--- src/rtl/agc_pkg.sv ---
// rtl/agc_pkg.sv - shared state type, constants and helpers for the AGC gain loop
package agc_pkg;

    typedef enum logic [1:0] {
        ST_IDLE   = 2'd0,
        ST_SYNC   = 2'd1,
        ST_SETTLE = 2'd2,
        ST_TRACK  = 2'd3
    } agc_state_t;

    localparam int SETTLE_CNT_W = 16;
    localparam int STEP_SMALL   = 1;

    function automatic int clamp_int(input int v, input int lo, input int hi);
        if (v < lo) begin
            return lo;
        end
        if (v > hi) begin
            return hi;
        end
        return v;
    endfunction

endpackage

--- src/rtl/agc_gain_ctrl.sv ---
// rtl/agc_gain_ctrl.sv - AGC loop: compares RMS against a dead-band and steps the PGA gain code
module agc_gain_ctrl
    import agc_pkg::*;
#(
    parameter int WIDTH          = 16,
    parameter int GAIN_BITS      = 6,
    parameter int GAIN_MIN       = 0,
    parameter int GAIN_MAX       = 63,
    parameter int GAIN_INIT      = 32,
    parameter int STEP_BIG       = 4,
    parameter int SETTLE_SAMPLES = 256
) (
    input  logic                 clk,
    input  logic                 reset_n,
    input  logic [WIDTH-1:0]     rms_TDATA,
    input  logic                 rms_TVALID,
    input  logic                 enable,
    input  logic [WIDTH-1:0]     target_rms,
    input  logic [WIDTH-1:0]     hyst,
    output logic [GAIN_BITS-1:0] gain_TDATA,
    output logic                 gain_TVALID,
    input  logic                 gain_TREADY,
    output logic                 at_min,
    output logic                 at_max,
    output logic                 locked
);

    localparam logic [SETTLE_CNT_W-1:0] SETTLE_LOAD = SETTLE_CNT_W'(SETTLE_SAMPLES);
    localparam logic [GAIN_BITS-1:0]    GAIN_RST    = GAIN_BITS'(GAIN_INIT);

    agc_state_t                state_q, state_d;
    logic [GAIN_BITS-1:0]      gain_q, gain_d;
    logic                      valid_q, valid_d;
    logic [SETTLE_CNT_W-1:0]   cnt_q, cnt_d;
    logic                      locked_q, locked_d;

    logic [WIDTH:0]            rms_w, hi_w, lo_w, twice_w;
    int                        cand;
    logic [GAIN_BITS-1:0]      track_gain;
    logic                      track_change;

    always_ff @(posedge clk or negedge reset_n) begin
        if (!reset_n) begin
            state_q  <= ST_IDLE;
            gain_q   <= GAIN_RST;
            valid_q  <= 1'b0;
            cnt_q    <= '0;
            locked_q <= 1'b0;
        end else begin
            state_q  <= state_d;
            gain_q   <= gain_d;
            valid_q  <= valid_d;
            cnt_q    <= cnt_d;
            locked_q <= locked_d;
        end
    end

    // Thresholds carry one extra bit so target+hyst and 2*target never wrap.
    always_comb begin
        rms_w   = {1'b0, rms_TDATA};
        hi_w    = {1'b0, target_rms} + {1'b0, hyst};
        lo_w    = (target_rms >= hyst) ? ({1'b0, target_rms} - {1'b0, hyst}) : '0;
        twice_w = {target_rms, 1'b0};

        if (rms_w > twice_w) begin
            cand = int'(gain_q) - STEP_BIG;
        end else if (rms_w > hi_w) begin
            cand = int'(gain_q) - STEP_SMALL;
        end else if (rms_w < lo_w) begin
            cand = int'(gain_q) + STEP_SMALL;
        end else begin
            cand = int'(gain_q);
        end

        track_gain   = GAIN_BITS'(clamp_int(cand, GAIN_MIN, GAIN_MAX));
        track_change = (track_gain != gain_q);
    end

    always_comb begin
        state_d  = state_q;
        gain_d   = gain_q;
        valid_d  = valid_q;
        cnt_d    = cnt_q;
        locked_d = locked_q;

        case (state_q)
            ST_IDLE: begin
                if (enable) begin
                    state_d = ST_SYNC;
                    valid_d = 1'b1;
                end
            end
            // An offered code is never withdrawn; enable is only honoured after the handshake.
            ST_SYNC: begin
                if (gain_TREADY) begin
                    valid_d = 1'b0;
                    if (!enable) begin
                        state_d = ST_IDLE;
                    end else if (SETTLE_LOAD == '0) begin
                        state_d = ST_TRACK;
                    end else begin
                        state_d = ST_SETTLE;
                        cnt_d   = SETTLE_LOAD;
                    end
                end
            end
            ST_SETTLE: begin
                if (!enable) begin
                    state_d = ST_IDLE;
                    cnt_d   = '0;
                end else if (rms_TVALID) begin
                    if (cnt_q <= SETTLE_CNT_W'(1)) begin
                        cnt_d   = '0;
                        state_d = ST_TRACK;
                    end else begin
                        cnt_d = cnt_q - SETTLE_CNT_W'(1);
                    end
                end
            end
            ST_TRACK: begin
                if (!enable) begin
                    state_d = ST_IDLE;
                end else if (rms_TVALID) begin
                    if (track_change) begin
                        gain_d  = track_gain;
                        state_d = ST_SYNC;
                        valid_d = 1'b1;
                    end else begin
                        locked_d = 1'b1;
                    end
                end
            end
            default: begin
                state_d = ST_IDLE;
                valid_d = 1'b0;
            end
        endcase

        if (state_d != ST_TRACK) begin
            locked_d = 1'b0;
        end
    end

    always_comb begin
        gain_TDATA  = gain_q;
        gain_TVALID = valid_q;
        at_min      = (gain_q == GAIN_BITS'(GAIN_MIN));
        at_max      = (gain_q == GAIN_BITS'(GAIN_MAX));
        locked      = locked_q;
    end

endmodule

--- config.mk ---
export PLATFORM = sky130hd
export DESIGN_NAME = agc_gain_ctrl
export DESIGN_NICKNAME = d
export VERILOG_FILES = /design/src/rtl/agc_pkg.sv /design/src/rtl/agc_gain_ctrl.sv
export SDC_FILE = /design/constraint.sdc
export NUM_CORES = 1
export LEC_CHECK = 0
export CAP_MARGIN = 20
export CORE_MARGIN = 10
export CORE_UTILIZATION = 62
export CTS_BUF_LIST = sky130_fd_sc_hd__clkbuf_8
export DETAILED_ROUTE_END_ITERATION = 10
export PLACE_DENSITY = 0.92
export SLEW_MARGIN = 20
export SYNTH_ARGS = -nofsm -noshare
export SYNTH_HDL_FRONTEND = slang
export SYNTH_SLANG_ARGS = --single-unit
--- constraint.sdc ---
create_clock -name clk -period 3.7 [get_ports clk]
set_clock_uncertainty 0.2 [all_clocks]
set_input_delay 0.555 -clock clk [delete_from_list [all_inputs] [get_ports clk]]
set_output_delay 0.555 -clock clk [all_outputs]
set_load 0.01 [all_outputs]
==> results.cfg, run 1 <==
[logic_synthesis]
ys_warn_count = 0
synth_common_cells = ha_1, inv_1, nand2_1, nor2_1, a21oi_1
syn_nets = 729
ys.flop_type = dfrtp_1
yosysTopAreaCell = ha_1
synth_most_common_cell = ha_1
syn_inst = 589
synth_edf_count = 0
ys_seq_area_share_pct = 14.5
yosys-top-cells-area = ha_1, dfrtp_1, inv_1
synth-async-reset-ratio_pct = 100
synth-seq-cells = 26
avgSynthCellArea_um2 = 7.62
synth_top_area_share_pct = 23.7
yosys.cell_types.count = 70
syn_area_um2 = 4490

[floorplanning]
die_h_um = 105
rows = 30
start_util_pct = 64.9
die_w_um = 105
pin_count = 63

[cts]
root_buffer = clkbuf_8
cts_hold_buf = 0
cts_buffers = 3
clockBufferDepth = 2
cts_sinks = 26
cts_max_level = 1

[status]
stop_stage = global routing
outcome = aborted with a tool error
firstError = [ERROR DPL-0038] Utilization greater than 100%, impossible to legalize

[timing]
grt_worst_setup_endpoint = gain_TDATA[4]$_DFFE_PN0P_/D
endpoint_type = register input

[placed_design]
detailed_place_hpwl_um = 13500
io_buffers = 62
finalWeightedCongestion = 1.06

[global_route]
grt_max_degree = 27
==> stage by stage <==
step	utilization (%)	cells	worst slack [ps]	cell area, µm²	TNS [ps]
after floorplan	-	589	-1560	4650	-13620
after detailed placement	91.3	865	-2910	6310	-25420
after global placement	91.3	865	-2470	6310	-21700
after CTS	97.1	880	-2060	6710	-17980
==> cells by family after synthesis <==
logic type	after synthesis	share of synthesized area, %
XOR/XNOR	30	5.86
multiplexers	4	0.921
flip-flops	26	14.5
adder cells (fa/ha/maj)	87	24.6
AND/OR/NAND/NOR	193	21.2
AO/OA/AOI/OAI	168	25.7
buffers and inverters	81	7.20
==> repair_timing <==
item | in CTS
buffers inserted | 11
hold endpoints to repair | 0
gates resized for setup | 104
pin swaps | 36
setup endpoints to repair | 9
==> inputs of run 2 (changes only) <==
--- a/config.mk
+++ b/config.mk
@@ -7,10 +7,9 @@
 export LEC_CHECK = 0
 export CAP_MARGIN = 20
 export CORE_MARGIN = 10
-export CORE_UTILIZATION = 62
-export CTS_BUF_LIST = sky130_fd_sc_hd__clkbuf_8
+export CORE_UTILIZATION = 40
 export DETAILED_ROUTE_END_ITERATION = 10
-export PLACE_DENSITY = 0.92
+export PLACE_DENSITY_LB_ADDON = 0.15
 export SLEW_MARGIN = 20
 export SYNTH_ARGS = -nofsm -noshare
 export SYNTH_HDL_FRONTEND = slang
==> run 2 against run 1 <==
  * The flow now finishes, with violations (setup timing)
  * Area after synthesis is the same
  * Synthesized cell count is the same
==> results.cfg, run 2 <==
[status]
violations = setup timing
outcome = complete, but fails checks

[power_and_ir_drop]
switching_share_pct = 45.0
power_switching_mw = 1.11
p_seq_share_pct = 20.4
clock_power_share_pct = 9.5
comb_power_share_pct = 70.2
p_int_mw = 1.36
p_leak_nw = 3.42
p_per_area_nw_per_um2 = 352
vdd_drop_max_mv = 0.200

[floorplanning]
die_w_um = 126
start_util_pct = 41.2
rows = 38
die_h_um = 126
core_area_um2 = 10900
pin_count = 63
die_area_um2 = 15800

[routing]
routedWlPerCell_um = 15.4
wl_um = 14600
vias = 5061
drtPass1Iterations = 4
drc = 0
drt_iter0_markers = 333
via_per_inst = 5.35
ant_nets = 0

[timing]
finalMaxSlewViolations = 0
setup_viol = 9
finalWorstSetupSlack_ps = -1840
rsz0062_at_grt = yes
period_minus_slack_ps = 5540
timing.hold.ws_ps = 311
period_share_pct = 150
finalHoldViolCount = 0
clock.fmax_mhz = 180
relSlewSlack_pct = 63.7
tightest_slew_ps = 539

[critical_path]
end_kind = register
critPathMaxStageDelay_ps = 370
setup.worst_path.start_class = input port
crit_fanout = 7
crit_top_cell = a21oi_2
critical_path_class = input port to register
worstPathArrival_ps = 5500
cp_slowest_cell = o31a_4
crit_required_ps = 3660

[cells_and_area]
largest_register_ffs = 16
layout-drive-gt1-share_pct = 32.9
area_growth_pct = 56.6
final_common_cell = buf_4
mostFrequentLayoutCells = buf_4, ha_1, nand2_1, inv_1, nor2_1
final_core_util_pct = 64.5
regMostFlops = cnt_q
diodes = 0
final_nets = 947

[cts]
cts.clk_slew.worst_paths_ps = 90
cts_hold_buf = 0
cts_max_level = 1
cts_sinks = 26
cts_tree = built
worstSkewPairLatency_ps = 270
clockBufferDepth = 2
cts_buffers = 3
root_buffer = clkbuf_8

[logic_synthesis]
syn_inst = 589
ys_warn_count = 0
yosys-top-cells-area = ha_1, dfrtp_1, inv_1
ys_seq_area_share_pct = 14.5
avgSynthCellArea_um2 = 7.62
synth_edf_count = 0
synth_top_area_share_pct = 23.7
syn_area_um2 = 4490
yosysTopAreaCell = ha_1
synth_most_common_cell = ha_1
synth-seq-cells = 26
yosys.cell_types.count = 70
synth_common_cells = ha_1, inv_1, nand2_1, nor2_1, a21oi_1
synth-async-reset-ratio_pct = 100
ys.flop_type = dfrtp_1
syn_nets = 729

[placed_design]
pre_cts_slack_ps = -2730
io_buffers = 62
detailed_place_hpwl_um = 11600
finalWeightedCongestion = 0.899

[global_route]
overflow = 0
grt_max_degree = 27
grt_pass1_vias = 5170
grtUsageTotal_pct = 17.4
grt_pass1_wl_um = 24300
antenna_found_initial = 0

[run]
drv_cap = 0

[hold_path]
hold_class = register to register
==> run 2: worst paths after layout <==
| check | slack (ps) | from | endpoint | cells after the start |
|---|---|---|---|---|
| max | -1840 | hyst[4] | gain_TDATA[0] | 30 |
| min | 310 | cnt_q[6] | cnt_q[6] | 1 |
| max reg2reg | 700 | gain_TDATA[0] | gain_TDATA[0] | 9 |
| min reg2reg | 310 | cnt_q[6] | cnt_q[6] | 1 |
| max in group asynchronous | 2550 | reset_n | gain_TDATA[5] | 2 |
| min in group asynchronous | 440 | reset_n | cnt_q[4] | 2 |
==> run 2: worst max-delay path: cells and delay by family <==
kind	cells	cell delay, ps
and+or+nand+nor	3	390
adders and majority gates	2	410
muxes	1	160
xor gates and xnor gates	1	130
AOI/OAI and AO/OA	20	3590
buffers and inverters	3	240
==> run 2: stage by stage <==
| step | total power [mW] | std cells | TNS [ps] | cell area (µm²) |
|---|---|---|---|---|
| floorplan | 1.46 | 589 | -13620 | 4650 |
| global placement | 2.04 | 918 | -22690 | 6430 |
| detailed placement | 2.06 | 918 | -24140 | 6430 |
| CTS | 2.41 | 937 | -15260 | 6870 |
| global route | 2.68 | 946 | -18370 | 7020 |
| finish | 2.47 | 946 | -16280 | 7020 |
==> run 2: layout make-up <==
| class | count | area [µm²] |
|---|---|---|
| Multi-Input combinational cell | 482 | 3970 |
| Fill cell | 937 | 3860 |
| Timing Repair Buffer | 231 | 1900 |
| Sequential cell | 26 | 652 |
| Inverter | 63 | 256 |
| Tap cell | 140 | 175 |
| Clock buffer | 3 | 41.3 |
| Clock inverter | 1 | 30.0 |
==> run 2: cell families after synthesis <==
family | Yosys count | share of synthesized area (%)
adder cells (fa/ha/maj) | 87 | 24.6
XOR/XNOR | 30 | 5.86
multiplexers | 4 | 0.921
flip-flops | 26 | 14.5
AO/OA/AOI/OAI | 168 | 25.7
AND/OR/NAND/NOR | 193 | 21.2
buffers and inverters | 81 | 7.20
==> run 2: power groups by stage <==
stage | Sequential (mW) | Clock (mW) | Combinational [mW]
2_1_floorplan | 0.488 | 0 | 0.973
3_3_place_gp | 0.504 | 0 | 1.54
3_5_place_dp | 0.506 | 0 | 1.56
4_1_cts | 0.501 | 0.240 | 1.66
5_1_grt | 0.520 | 0.251 | 1.91
6_report | 0.504 | 0.234 | 1.73
==> run 2: timing repair <==
action,in CTS,in global routing
pin swaps,32,42
cloned,0,0
endpoints found under the setup margin,9,9
gates resized for setup,83,37
setup buffers,15,10
==> run 2: metal layers <==
metal / vias up / wire length [µm] / part of all wire (%) / track usage (%)
li1: 2566 / - / - / -
met1: 2389 / 6890 / 47 / 23.1
met2: 98 / 7030 / 48 / 30.3
met3: 8 / 570 / 3.9 / 2.06
met4: 0 / 86 / 0.59 / 2.14
met5: - / 0 / 0 / 0
(Power assumes the default switching activity.)
==> inputs of run 3 (changes only) <==
==> constraint.sdc (replaced) <==
create_clock -name clk -period 6.9 [get_ports clk]
set_clock_uncertainty 0.2 [all_clocks]
set_input_delay 1.035 -clock clk [delete_from_list [all_inputs] [get_ports clk]]
set_output_delay 1.035 -clock clk [all_outputs]
set_load 0.01 [all_outputs]
==> run 3 against run 2 <==
  * Largest power group unchanged
  * Critical path type unchanged
  * Critical endpoint is now gain_TDATA[4]
  * The run now ends clean
  * First-iteration DRC count rose by 23%
  * Routed wire length fell by 5.6%
  * Final cell count fell by 11%
==> results.cfg, run 3 (same netlist as run 2, synthesis figures left out) <==
[status]
outcome = completed

[floorplanning]
die_h_um = 126
die_w_um = 126
core_area_um2 = 10900
rows = 38
pin_count = 63
start_util_pct = 41.2
die_area_um2 = 15800

[cts]
cts_tree = built
worstSkewPairLatency_ps = 280
root_buffer = clkbuf_8
cts_sinks = 26
cts.clk_slew.worst_paths_ps = 90
cts_buffers = 3
clockBufferDepth = 2
cts_max_level = 1

[power_and_ir_drop]
vdd_drop_max_mv = 0.131
p_per_area_nw_per_um2 = 199
p_leak_nw = 2.83

[run]
drv_cap = 0

[critical_path]
critical_path_class = input port to register
rr_startpoint = gain_TDATA[0]
setup.worst_path.start_class = input port
timing.rr.end = gain_TDATA[4]
worstRegToRegCells = 10
cp-startpoint = hyst[0]
crit_fanout = 7
crit_required_ps = 6890
critPathMaxStageDelay_ps = 540
worstPathArrival_ps = 6580
cp_slowest_cell = clkdlybuf4s50_1
end_kind = register
reg2reg_slack_ps = 3820

[timing]
tightest_slew_ps = 588
period_minus_slack_ps = 6590
finalWorstSetupSlack_ps = 311
relSlewSlack_pct = 60.3
finalMaxSlewViolations = 0
clock.fmax_mhz = 152
timing.hold.ws_ps = 321
setup_viol = 0
finalHoldViolCount = 0
period_share_pct = 95.5

[routing]
ant_nets = 0
drtPass1Iterations = 5
via_per_inst = 5.62
drt_iter0_markers = 410
routedWlPerCell_um = 16.4
drc = 0
wl_um = 13800
vias = 4706

[cells_and_area]
layout-drive-gt1-share_pct = 15.6
largest_register_ffs = 16
final_area_um2 = 5960
mostFrequentLayoutCells = ha_1, inv_1, buf_4
final_nets = 839
final_common_cell = ha_1
regMostFlops = cnt_q
area_growth_pct = 32.8
diodes = 0

[placed_design]
placed_cell_area_um2 = 5620
detailed_place_hpwl_um = 11300
pre_cts_slack_ps = -405
finalWeightedCongestion = 0.926
io_buffers = 62

[hold_path]
hold_class = register to register
holdPathEnd = cnt_q[6]
min_path_cells = 1
hp-start = cnt_q[6]

[global_route]
grtUsageTotal_pct = 16.2
grt_max_degree = 27
antenna_found_initial = 0
overflow = 0
grt_pass1_wl_um = 22300
grt_pass1_vias = 4476
run 3: changes by cell type in the layout (fill, tap and decap cells not counted), sizes merged:
cell | previous run | this run
clkdlybuf4s50 | 44 | 57
clkbuf | 7 | 4
buf | 175 | 61
dlymetal6s2s | 6 | 5
bufinv | 1 | 0
clkdlybuf4s15 | 1 | 0
dlygate4sd2 | 1 | 0
run 3: how the worst max path moves through the flow:
stage	slack, ps	endpoint	cells past startpoint
after floorplan	780	gain_TVALID	28
after global placement	-300	gain_TDATA[4]	32
after detailed placement	-400	gain_TDATA[4]	32
after CTS	8	gain_TDATA[4]	32
after global routing	-170	gain_TDATA[0]	31
final	310	gain_TDATA[4]	30
run 3: report_power, final:
group / switching (mW) / internal [mW]
logic: 0.436 / 0.369
registers: 0.0777 / 0.201
clock network: 0.0487 / 0.0511
total: 0.563 / 0.621
run 3: per-layer routing:
metal,routed length [µm],share of wire (%),up-vias,track usage [%]
met5,0,0,-,0
li1,-,-,2360,-
met1,6540,48,2209,22.4
met4,184,1.3,0,2.55
met2,6520,47,121,26.9
met3,506,3.7,16,1.72
run 3: final cells by class:
| class | count | area (µm²) |
|---|---|---|
| tap | 140 | 175 |
| fill | 1066 | 4930 |
| clock buffer | 4 | 55.1 |
| timing repair buffer | 123 | 1100 |
| sequential | 26 | 652 |
| multi-input combinational | 482 | 3740 |
| inverter | 63 | 236 |
run 3: worst max-delay path: cells and delay by family:
kind / cells / cell delay (ps)
fa+ha+maj: 2 / 510
xor+xnor: 1 / 130
simple gates: 9 / 1100
compound gates: 16 / 3090
buf+inv: 2 / 690
run 3: repair_timing:
action,4_1_cts,5_1_grt
gates resized for setup,2,48
setup endpoints to repair,6,9
pin swaps,0,20
buffers inserted,0,5
hold buffers,0,0
run 3: per-stage QoR:
| step | setup TNS, ps | total power [mW] | util, % | std cells |
|---|---|---|---|---|
| 2_1_floorplan | 0 | 0.757 | - | 589 |
| 3_3_place_gp | -1780 | 1.01 | 51.6 | 829 |
| 3_5_place_dp | -2350 | 1.02 | 51.6 | 829 |
| 4_1_cts | 0 | 1.13 | 52.1 | 833 |
| 5_1_grt | -818 | 1.30 | 54.7 | 838 |
| 6_report | 0 | 1.18 | 54.7 | 838 |
